[src/rtl/fetch_sequencer.sv]
// Fetch-stage controller: sequences the PC, owns the imem handshake, buffers the word.
// Optional trap entry (trap/epc ports, TRAP_VECTOR) when FETCH_TRAP_EN is defined.
module fetch_sequencer #(
    parameter logic [31:0] RESET_VECTOR = 32'h0000_0000,
    parameter int unsigned PC_INC       = 4
`ifdef FETCH_TRAP_EN
    ,
    parameter logic [31:0] TRAP_VECTOR  = 32'h0000_0100
`endif
) (
    input  logic        clk,
    input  logic        reset,
    input  logic [31:0] pc_current,
    output logic [31:0] pc_next,
    output logic        pc_write,
    output logic        imem_req,
    output logic [31:0] imem_addr,
    input  logic        imem_ack,
    input  logic [31:0] imem_rdata,
    input  logic        stall,
    input  logic        branch_taken,
    input  logic [31:0] branch_target,
    input  logic        jump,
    input  logic [31:0] jump_target,
    output logic [31:0] instr,
    output logic        fetch_valid,
    output logic        align_fault
`ifdef FETCH_TRAP_EN
    ,
    input  logic        trap,
    output logic [31:0] epc
`endif
);

    typedef enum logic [2:0] {
        IDLE,
        FETCH,
        HOLD,
        FLUSH,
        FAULT
    } state_t;

    state_t      state;
    state_t      state_n;
    logic [31:0] redir_latch;
    logic [31:0] latch_n;
    logic        redir;
    logic        is_trap;
    logic [31:0] tgt;
    logic        misalign;
    logic        capture;
    logic        fv_n;
    logic        fault_set;
    logic        accept;
    logic [31:0] pc_inc;

    assign imem_addr = pc_current;
    assign pc_inc    = pc_current + PC_INC;
    assign misalign  = redir && (tgt[1:0] != 2'b00);

    // Pick the winning redirect request: trap > jump > branch.
    always_comb begin
        redir   = jump | branch_taken;
        tgt     = jump ? jump_target : branch_target;
        is_trap = 1'b0;
`ifdef FETCH_TRAP_EN
        if (trap) begin
            redir   = 1'b1;
            tgt     = TRAP_VECTOR;
            is_trap = 1'b1;
        end
`endif
    end

    // Next-state, PC control and buffer-update decisions.
    always_comb begin
        state_n   = state;
        pc_write  = 1'b0;
        pc_next   = RESET_VECTOR;
        imem_req  = 1'b0;
        capture   = 1'b0;
        fv_n      = fetch_valid;
        fault_set = 1'b0;
        latch_n   = redir_latch;
        accept    = 1'b0;
        unique case (state)
            IDLE: begin
                fv_n    = 1'b0;
                state_n = FETCH;
            end
            FETCH: begin
                imem_req = 1'b1;
                if (redir) begin
                    accept = 1'b1;
                    fv_n   = 1'b0;
                    if (misalign) begin
                        fault_set = 1'b1;
                        state_n   = FAULT;
                    end else if (imem_ack) begin
                        pc_write = 1'b1;
                        pc_next  = tgt;
                    end else begin
                        latch_n = tgt;
                        state_n = FLUSH;
                    end
                end else if (imem_ack) begin
                    if (!stall) begin
                        capture  = 1'b1;
                        fv_n     = 1'b1;
                        pc_write = 1'b1;
                        pc_next  = pc_inc;
                    end else if (!fetch_valid) begin
                        capture = 1'b1;
                        fv_n    = 1'b1;
                        state_n = HOLD;
                    end
                    // Older word still waiting: drop this one, PC
                    // is not advanced so the same address is refetched.
                end else begin
                    fv_n = fetch_valid & stall;
                end
            end
            HOLD: begin
                if (redir) begin
                    accept = 1'b1;
                    fv_n   = 1'b0;
                    if (misalign) begin
                        fault_set = 1'b1;
                        state_n   = FAULT;
                    end else begin
                        pc_write = 1'b1;
                        pc_next  = tgt;
                        state_n  = FETCH;
                    end
                end else if (!stall) begin
                    pc_write = 1'b1;
                    pc_next  = pc_inc;
                    fv_n     = 1'b0;
                    state_n  = FETCH;
                end
            end
            FLUSH: begin
                imem_req = 1'b1;
                fv_n     = 1'b0;
                accept   = redir;
                if (misalign) begin
                    fault_set = 1'b1;
                    state_n   = FAULT;
                end else if (imem_ack) begin
                    pc_write = 1'b1;
                    pc_next  = redir ? tgt : redir_latch;
                    state_n  = FETCH;
                end else if (redir) begin
                    latch_n = tgt;
                end
            end
            FAULT: begin
                fv_n = 1'b0;
            end
            default: begin
                state_n = IDLE;
            end
        endcase
    end

    // State register.
    always_ff @(posedge clk or posedge reset) begin
        if (reset) state <= IDLE;
        else       state <= state_n;
    end

    // Instruction buffer, valid flag, sticky fault and redirect latch.
    always_ff @(posedge clk or posedge reset) begin
        if (reset) begin
            instr       <= 32'h0;
            fetch_valid <= 1'b0;
            align_fault <= 1'b0;
            redir_latch <= 32'h0;
        end else begin
            if (capture) instr <= imem_rdata;
            fetch_valid <= fv_n;
            align_fault <= align_fault | fault_set;
            redir_latch <= latch_n;
        end
    end

`ifdef FETCH_TRAP_EN
    // Record the interrupted PC when a trap is taken.
    always_ff @(posedge clk or posedge reset) begin
        if (reset)                  epc <= 32'h0;
        else if (accept && is_trap) epc <= pc_current;
    end
`else
    logic unused_accept;
    assign unused_accept = accept | is_trap;
`endif

endmodule

[config.mk]
export PLATFORM = sky130hd
export DESIGN_NAME = fetch_sequencer
export DESIGN_NICKNAME = d
export VERILOG_FILES = /design/src/rtl/fetch_sequencer.sv
export SDC_FILE = /design/constraint.sdc
export NUM_CORES = 1
export LEC_CHECK = 0
export ABC_CLOCK_PERIOD_IN_PS = 3800
export CORE_MARGIN = 2
export CORE_UTILIZATION = 44
export DETAILED_ROUTE_END_ITERATION = 7
export PLACE_DENSITY_LB_ADDON = 0.15
export SYNTH_ARGS = -nofsm -noshare
export SYNTH_HDL_FRONTEND = slang
export SYNTH_SLANG_ARGS = --single-unit
[constraint.sdc]
create_clock -name clk -period 3.8 [get_ports clk]
set_input_delay 0.76 -clock clk [delete_from_list [all_inputs] [get_ports clk]]
set_output_delay 0.76 -clock clk [all_outputs]
set_load 0.05 [all_outputs]
==> reports/qor.yml <==
outcome:
  outcome: "completed"
worst_setup_path:
  required_ns: 3.04
  critPathCaptureType: "primary output"
  path_buf_inv: 3
  cp.arrival_ns: 2.93
  r2r_end: "redir_latch[13]"
  rr_worst_depth: 3
  slowest_delay_ns: 0.57
  reg2reg_slack_ns: 1.74
  start_kind: "input pin"
  path_cells: "clkdlybuf4s50_1, ha_2, nand2_1, nor4_4, buf_4, nand4_1, xor2_1, o221ai_2, buf_12"
  crit_type: "in -> out"
  cp_slowest_cell: "clkdlybuf4s50_1"
  reg2reg_from: "state[2]"
  cp_max_fo: 7
  crit_family: "buffers and inverters"
layout:
  design_area_mm2: 0.00764
  layout-drive-gt1-share_pct: 24.7
  area_growth_pct: 61.9
  nets: 802
  diodes: 0
  final_cells: 808
route:
  wl_per_cell_um: 18.3
  drt-initial-drc-count: 197
  drt-vias-per-instance: 5.46
  num_vias: 4408
  ant_nets: 0
  drc: 0
  wirelength_mm: 14.8
  first_pass_iters: 4
sta:
  maxSlewViolCount: 0
  slew_headroom_pct: 52.6
  tightest_slew_ns: 0.710
  setup_tns_ns: 0
  period_needed_ns: 3.69
  max_freq_ghz: 0.271
  timing.final.crit_share_pct: 97.2
  grt_setup_unrepaired: "false"
  finClkSkew_ns: 0.0139
  hold_violations: 0
  setup_violations: 0
yosys:
  ys.flop_type: "dfrtp_1"
  async_flop_share_pct: 100
  synth_top_area_share_pct: 36.6
  syn-num-nets: 591
  synth_area_leader_cell: "dfrtp_1"
  synth_common_cells: "dfrtp_1 (69), mux2_2 (55), buf_4 (34), o21ai_0 (33), nand2_1 (26)"
  netlist-cell-type-count: 55
  syn_avg_cell_area_um2: 10.3
  synthCells: 456
  yosysMostFrequentCell: "dfrtp_1"
  synth_edf_count: 0
  ys_seq_elements: 69
  syn_area_mm2: 0.00472
  yosys-top-cells-area: "dfrtp_1 (37%), mux2_2 (13%), mux2_4 (5.7%), buf_4 (5.4%), a22oi_1 (4.0%)"
  ys_seq_area_share_pct: 36.6
  ys_warn_count: 0
clock_network:
  cts_tree: "yes"
  clock_sinks: 69
  clk_latency_ns: 0.35
  path_clk_slew_ns: 0.10
  root_buffer: "clkbuf_8"
  htree_num_levels: 3
  cts_buffers: 9
  clk_path_buf_depth: 2
floorplanning:
  die_w_um: 108
  initial_utilization_pct: 45.5
  fp.coreArea_mm2: 0.0104
  fp.dieH_um: 108
  fp.dieArea_mm2: 0.0116
  io_pins: 234
  floorplan.rows: 37
power:
  power.internal_mw: 2.50
  combPwrFrac_pct: 54.5
  clkPwrFrac_pct: 16.3
  power.density_mw_per_mm2: 578
  p_leak_nw: 3.13
  power_mw: 4.41
  swShare_pct: 43.3
  switchingPower_mw: 1.91
  seq_power_share_pct: 29.2
  irDropWorstVdd_uv: 533
worst_hold_path:
  hold_path_depth: 1
  whs_endpoint: "align_fault"
  hp-start: "align_fault"
  hold_path_class: "reg -> reg"
place:
  port_buffers: 233
  place.gp.congestion: 0.824
  dp_cells: 791
  dp_hpwl_mm: 11.2
  dpl-instance-area_mm2: 0.00738
job:
  maxCapViolCount: 0
grt:
  grt_pass1_wl_mm: 23.1
  grt.overflow.total: 0
  grt_max_degree: 43
  grt_pass1_vias: 4647
  antenna_found_initial: 0
  grt.total_usage_pct: 25.3
-- cell type report --
type | count | area (um^2)
clock buffer | 9 | 124
clock inverter | 7 | 106
fill | 791 | 2730
inverter | 6 | 22.5
multi-input combinational | 321 | 2590
sequential | 69 | 1730
tap | 136 | 170
timing repair buffer | 260 | 2900
-- routing by layer --
metal | vias up | track usage, % | share of wire, %
met2 | 185 | 45.9 | 53
li1 | 2063 | - | -
met4 | 0 | 8.15 | 1.8
met5 | - | 0 | 0
met1 | 2139 | 29.4 | 39
met3 | 21 | 5.69 | 6.5
-- layout by cell type (no fill, tap or decap), types with 3 or more instances in the layout --
master           netlist  final
clkdlybuf4s50_1        0    199
dfrtp_1               69     69
mux2_2                55     55
buf_12                 0     36
o21ai_0               33     28
nand2_1               26     26
a22oi_1               25     25
buf_4                 34     24
mux2_4                18     18
nor2_1                17     17
xor2_1                16     16
nand3_1               15     15
mux2i_1               12     12
xnor2_1               12     12
nor3_1                 9      9
clkbuf_8               0      9
nand4_1                8      8
o211ai_1               8      8
a21oi_1                6      6
o21ai_1                2      6
and3_1                 6      6
nand2b_1               5      5
inv_1                  6      5
o221ai_1               6      4
and2_1                 4      4
a221o_1                4      4
mux2_1                 4      4
nor4_1                 3      3
-- flip-flops by register name, indices dropped and copies added, names as in the netlist --
name and flops:
state 3, align_fault 1, fetch_valid 1, instr 32, redir_latch 32
-- worst max path at each step --
stage	start	end	slack, ns	cells past startpoint
3_5_place_dp	pc_current[2]	pc_next[20]	-0.01	8
3_3_place_gp	pc_current[2]	pc_next[20]	0.06	8
4_1_cts	pc_current[2]	pc_next[20]	0.01	9
5_1_grt	pc_current[2]	pc_next[20]	0.004	9
2_1_floorplan	jump	pc_next[4]	0.15	7
6_report	pc_current[2]	pc_next[30]	0.11	9
-- cell families after synthesis --
family          Yosys count  synth area share, %
flops                    69                 36.6
buf+inv                  66                 8.99
simple gates            108                 13.1
mux                      89                 22.4
compound gates           95                 13.5
xor+xnor                 28                 5.20
fa+ha+maj                 1                0.265
-- power groups by stage --
stage	clock, mW	sequential, mW	combinational, mW
3_5_place_dp	0	1.29	2.40
2_1_floorplan	0	1.84	0.955
4_1_cts	0.726	1.29	2.41
6_report	0.719	1.29	2.40
3_3_place_gp	0	1.27	2.37
5_1_grt	0.752	1.33	2.51
-- through the flow --
step / utilization, % / worst slack, ns / hold WS [ns]
finish: 73.7 / 0.106 / 0.487
global route: 73.7 / 0.00436 / 0.515
CTS: 73.5 / 0.0134 / 0.493
detailed placement: 71.2 / -0.00996 / 0.472
global placement: 71.2 / 0.0594 / 0.459
floorplan: - / 0.154 / 0.446
-- timing repair --
action,4_1_cts,5_1_grt
pin swaps,1,0
buffers inserted,1,0
resized for setup,0,9
endpoints found under the setup margin,3,7
hold buffers,0,0
cloned,0,0
No activity file was read; power rests on OpenSTA's default activity.
